**src/rtl/skid_reg_pkg.sv**
```systemverilog
// Shared types and constants for the skid_reg backward-path register slice.
package skid_reg_pkg;

    // Occupancy of the registered-forward slice: nothing held, out_reg only, out_reg + skid.
    typedef enum logic [1:0] {
        EMPTY = 2'd0,
        BUSY  = 2'd1,
        FULL  = 2'd2
    } skid_state_t;

    localparam int SKID_DEPTH_FWD = 2;

endpackage

```
**src/rtl/skid_reg_if.sv**
```systemverilog
// Valid/ready stream pair seen by skid_reg: upstream (din_*) and downstream (dout_*).
interface skid_reg_if #(
    parameter int DIN = 0
);
    logic           din_valid;
    logic [DIN-1:0] din_data;
    logic           din_ready;
    logic           dout_valid;
    logic [DIN-1:0] dout_data;
    logic           dout_ready;

    // master is the environment around the slice; slave is the slice itself.
    modport master (
        output din_valid, din_data, dout_ready,
        input  din_ready, dout_valid, dout_data
    );

    modport slave (
        input  din_valid, din_data, dout_ready,
        output din_ready, dout_valid, dout_data
    );
endinterface

```
**src/rtl/skid_reg.sv**
```systemverilog
// Skid buffer that registers din_ready. Define SKID_REG_FWD_EN to also register
// dout_valid/dout_data (two-entry full slice); otherwise the forward path is combinational.
module skid_reg
    import skid_reg_pkg::*;
#(
    parameter int DIN = 0
) (
    input logic       clk,
    input logic       rst,
    skid_reg_if.slave bus
);

    logic           din_ready_q;
    logic           in_xfer;
    logic           skid_load;
    logic [DIN-1:0] skid_data;

    assign bus.din_ready = din_ready_q;
    assign in_xfer       = bus.din_valid & din_ready_q;

    // NOTE: data flops carry no reset; only the valid/state bits need a known value after rst.
    always_ff @(posedge clk) begin
        if (skid_load) skid_data <= bus.din_data;
    end

`ifdef SKID_REG_FWD_EN
    skid_state_t    state, state_next;
    logic [DIN-1:0] out_data;
    logic           out_xfer;
    logic           out_load_din;
    logic           out_load_skid;

    assign bus.dout_valid = (state != EMPTY);
    assign bus.dout_data  = out_data;
    assign out_xfer       = (state != EMPTY) & bus.dout_ready;

    // NOTE: sequential state uses <= so every flop samples the pre-edge values of the others.
    always_ff @(posedge clk) begin
        if (rst) begin
            state       <= EMPTY;
            din_ready_q <= 1'b0;
        end else begin
            state       <= state_next;
            din_ready_q <= (state_next != FULL);
        end
    end

    // NOTE: every output of this block is defaulted first so no path can infer a latch.
    always_comb begin
        state_next    = state;
        out_load_din  = 1'b0;
        out_load_skid = 1'b0;
        skid_load     = 1'b0;
        case (state)
            EMPTY: begin
                if (in_xfer) begin
                    state_next   = BUSY;
                    out_load_din = 1'b1;
                end
            end
            BUSY: begin
                if (in_xfer && out_xfer) begin
                    out_load_din = 1'b1;
                end else if (in_xfer) begin
                    state_next = FULL;
                    skid_load  = 1'b1;
                end else if (out_xfer) begin
                    state_next = EMPTY;
                end
            end
            FULL: begin
                // din_ready is low here, so only the drain of the skid into out_reg can happen.
                if (out_xfer) begin
                    state_next    = BUSY;
                    out_load_skid = 1'b1;
                end
            end
            default: state_next = EMPTY;
        endcase
    end

    always_ff @(posedge clk) begin
        if (out_load_din)       out_data <= bus.din_data;
        else if (out_load_skid) out_data <= skid_data;
    end

`else
    logic skid_valid;
    logic skid_valid_next;

    // The skid only fills when an accepted word cannot leave in the same cycle.
    always_comb begin
        skid_valid_next = skid_valid;
        skid_load       = 1'b0;
        if (skid_valid) begin
            if (bus.dout_ready) skid_valid_next = 1'b0;
        end else if (in_xfer && !bus.dout_ready) begin
            skid_valid_next = 1'b1;
            skid_load       = 1'b1;
        end
    end

    always_ff @(posedge clk) begin
        if (rst) begin
            skid_valid  <= 1'b0;
            din_ready_q <= 1'b0;
        end else begin
            skid_valid  <= skid_valid_next;
            din_ready_q <= !skid_valid_next;
        end
    end

    assign bus.dout_valid = skid_valid | bus.din_valid;
    assign bus.dout_data  = skid_valid ? skid_data : bus.din_data;
`endif

endmodule

```
**src/flat_wrapper.sv**
```systemverilog
// flat-port wrapper written by rule: the top's interface ports become plain ports
module skid_reg_flat import skid_reg_pkg::*;
#(
    parameter int DIN = 0
)
  (clk, rst, bus_din_valid, bus_din_data, bus_dout_ready, bus_din_ready, bus_dout_valid, bus_dout_data);
  skid_reg_if #(.DIN(DIN)) bus_i ();
  input logic clk;
  input logic rst;
  input wire logic [$bits(bus_i.din_valid)-1:0] bus_din_valid;
  input wire logic [$bits(bus_i.din_data)-1:0] bus_din_data;
  input wire logic [$bits(bus_i.dout_ready)-1:0] bus_dout_ready;
  output wire logic [$bits(bus_i.din_ready)-1:0] bus_din_ready;
  output wire logic [$bits(bus_i.dout_valid)-1:0] bus_dout_valid;
  output wire logic [$bits(bus_i.dout_data)-1:0] bus_dout_data;
  assign bus_i.din_valid = bus_din_valid;
  assign bus_i.din_data = bus_din_data;
  assign bus_i.dout_ready = bus_dout_ready;
  assign bus_din_ready = bus_i.din_ready;
  assign bus_dout_valid = bus_i.dout_valid;
  assign bus_dout_data = bus_i.dout_data;
  skid_reg #(.DIN(DIN)) u_core (.clk(clk), .rst(rst), .bus(bus_i));
endmodule
```
**config.mk**
```make
export PLATFORM = sky130hd
export DESIGN_NAME = skid_reg_flat
export DESIGN_NICKNAME = d
export VERILOG_FILES = /design/src/rtl/skid_reg_pkg.sv /design/src/rtl/skid_reg_if.sv /design/src/rtl/skid_reg.sv /design/src/flat_wrapper.sv
export SDC_FILE = /design/constraint.sdc
export NUM_CORES = 1
export LEC_CHECK = 0
export BUFFER_PORTS_ARGS = -buffer_cell sky130_fd_sc_hd__buf_2
export CAP_MARGIN = 20
export CORE_AREA = 2 2 39 41
export CTS_CLUSTER_SIZE = 40
export DETAILED_ROUTE_END_ITERATION = 8
export DIE_AREA = 0 0 41 43
export GPL_TIMING_DRIVEN = 0
export PLACE_DENSITY = 0.39
export SYNTH_ARGS = -nofsm -noshare
export SYNTH_HDL_FRONTEND = slang
export SYNTH_SLANG_ARGS = --single-unit
```
**constraint.sdc**
```tcl
create_clock -name clk -period 2.26 [get_ports clk]
set_input_delay 0.113 -clock clk [delete_from_list [all_inputs] [get_ports clk]]
set_output_delay 0.113 -clock clk [all_outputs]
set_load 0.05 [all_outputs]
```
==> flow_summary_export.csv <==
group,metric,value,unit
timing,final.setup.tns,0,ns
global_route,grt.met3_usage,6.283,%
synthesis,ys_warn_count,0,
pwr,ir_drop,0.3605,mV
timing,post-route-period-util,58.21,%
clocking,cts_resized,0,
synthesis,synth_edf_count,2,
timing,fin_skew,0.01307,ns
setup_path,worstPathCellList,"mux2_2 -> buf_2",
setup_path,cpPeakStageDelay,0.41,ns
setup_path,cp_max_fo,5,
setup_path,cp.required,2.15,ns
clocking,cts_root_buf,"clkbuf_4",
finish,antenna_cells,0,
setup_path,crit_type,"register to output pin",
synthesis,syn_inst,12,
detailed_routing,first_iter_violations,1,
floorplan,fp.dieH,43,um
global_route,grt_use_total,5.226,%
synthesis,async_flop_share,0,%
detailed_routing,vias,142,
pwr,power_density,867.6,mW/mm^2
timing,fmax,760.2,MHz
global_route,grt_pass1_wl,517,um
floorplan,std_cell_rows,14,
clocking,postCtsHoldBufs,0,
floorplan,die_area,0.001763,mm^2
clocking,clockBufferDepth,2,
floorplan,core_area,0.001384,mm^2
global_route,grt_overflow,0,
global_route,grt_max_degree,6,
pwr,power_frac_comb,16.6,%
placed_design,place_congestion,0.5497,
clocking,cts_max_level,1,
global_route,antenna_found_initial,0,
clocking,clk_pin_slew,0.03,ns
synthesis,postSynthAreaPerCell,13.14,um^2
detailed_routing,ant_nets,0,
synthesis,synthesis.nets,18,
floorplan,initial_core_util,11.39,%
pwr,p_clk_share,45.5,%
clocking,clk_latency,0.24,ns
setup_path,critical-path-slowest-cell,"dfxtp_1",
setup_path,critPathCaptureType,"output pin",
timing,finalMaxSlewViolations,0,
finish,area_delta_synth_final,57.94,%
detailed_routing,wirelength,360,um
synthesis,ys_ff_latch,4,
floorplan,num_io_pins,10,
timing,min_period,1.315,ns
setup_path,startpoint_type,"register",
global_route,top_usage_layer,"met1",
global_route,use_met2,4.375,%
status,status,"complete, no violations",
timing,relSlewSlack,78.57,%
synthesis,netlist_area,157.7,um^2
pwr,switching_share,27.07,%
global_route,grt_util_met1,6.452,%
placed_design,io_buffers,9,
synthesis,yosysSeqAreaShare,63.49,%
clocking,cts_setup_buffers,0,
synthesis,synth_top_area_share,38.10,%
synthesis,yosysTopAreaCell,"edfxtp_1",
timing,setup_viol,0,
synthesis,yosysUniqueCellTypes,8,
synthesis,synthTopCellsByCount,"dfxtp_1 (2), edfxtp_1 (2), mux2_2 (2), nor3_1 (2)",
detailed_routing,wire_per_inst,8.780,um
clocking,cts-buffers-inserted,3,
detailed_routing,via_per_inst,3.463,
timing,hold_violations,0,
synthesis,synth_area_leaders,"edfxtp_1 (38%), dfxtp_1 (25%), mux2_2 (14%)",
synthesis,synth_flop_cell,"edfxtp_1",
detailed_routing,drc_errors,0,
clocking,tritoncts,"done",
global_route,grt_pass1_vias,124,
finish,layout.nets,32,
pwr,p_leak,0.1042,nW
min_path,hp-class,"input pin to register",
setup_path,arrival,1.20,ns
pwr,intPower,0.1576,mW
clocking,cts_sinks,4,
timing,rsz0062_at_grt,"false",
timing,worst_pin_slew,0.3190,ns
detailed_routing,drtPass1Iterations,2,
pwr,p_seq_share,37.9,%
pwr,p_switching,0.05847,mW
job,maxCapViolations,0,
finish,finish.utilization,17.99,%
floorplan,die_w,41,um
finish,drive_gt1_share,64.00,%
## stage by stage
| stage | cells | total power, mW | hold WS [ns] | worst slack (ns) | instance area (um^2) |
|---|---|---|---|---|---|
| after floorplan | 12 | 0.1078 | 0.1898 | 0.9992 | 157.7 |
| after global placement | 37 | 0.1181 | 0.2850 | 1.218 | 222.7 |
| after detailed placement | 37 | 0.1187 | 0.2909 | 1.204 | 222.7 |
| after CTS | 41 | 0.2240 | 0.04290 | 0.9406 | 249.0 |
| after global routing | 41 | 0.2346 | 0.04310 | 0.8702 | 249.0 |
| final | 41 | 0.2160 | 0.05250 | 0.9445 | 249.0 |
## final timing paths
kind | from | to | slack [ns] | cells past startpoint
max | u_core.skid_valid$_SDFF_PP0_ | bus_dout_data[0] | 0.94 | 2
min | rst | u_core.skid_valid$_SDFF_PP0_ | 0.05 | 2
max reg2reg | u_core.skid_valid$_SDFF_PP0_ | u_core.skid_data[0]$_DFFE_PP_ | 1.27 | 1
min reg2reg | u_core.bus.din_ready$_SDFF_PP0_ | u_core.skid_data[-1]$_DFFE_PP_ | 0.60 | 2
## layout make-up
class | instances | area (um^2)
sequential | 4 | 100.1
clock buffer | 4 | 26.28
fill | 150 | 1135
multi-input combinational | 8 | 57.56
tap | 16 | 20.02
timing repair buffer | 9 | 45.04
## power by group through the flow
stage / clock [mW] / sequential (mW) / combinational (mW)
after floorplan: 0 / 0.0871 / 0.0207
after global placement: 0 / 0.0826 / 0.0355
after detailed placement: 0 / 0.0828 / 0.0359
after CTS: 0.106 / 0.0817 / 0.0362
after global routing: 0.114 / 0.0821 / 0.0380
final: 0.0983 / 0.0819 / 0.0358
## critical path, delay by kind of cell, from the launching register on
kind / cells / cell delay (ns)
buf+inv: 1 / 0.21
flops: 1 / 0.41
mux: 1 / 0.36
## registers in the layout, indices dropped and copies added (netlist names)
signal and count:
u_core.skid_data 1, u_core.skid_valid 1, u_core.skid_data[-1] 1, u_core.bus.din_ready 1
## placed cells by master (no fill, tap or decap)
cell,Yosys,layout
nor3_1,2,2
o21ba_2,1,1
dfxtp_1,2,2
buf_2,0,9
nand2_1,1,1
a21oi_1,1,1
clkbuf_1,0,1
clkbuf_4,0,3
or2_2,1,1
mux2_2,2,2
edfxtp_1,2,2
## metal layers
metal  part of all wire (%)  vias up
met4                      0        0
met1                     52       58
met5                      0        -
met2                     30       12
met3                     18        0
li1                       -       72
## kinds of logic (layout without fill, tap and decap cells)
| logic type | Yosys count | count (layout) | synth area share (%) |
|---|---|---|---|
| flops | 4 | 4 | 63.49 |
| buf+inv | 0 | 13 | 0 |
| compound gates | 2 | 2 | 9.521 |
| mux | 2 | 2 | 14.28 |
| simple gates | 4 | 4 | 12.70 |
No activity file was read; power rests on OpenSTA's default activity.
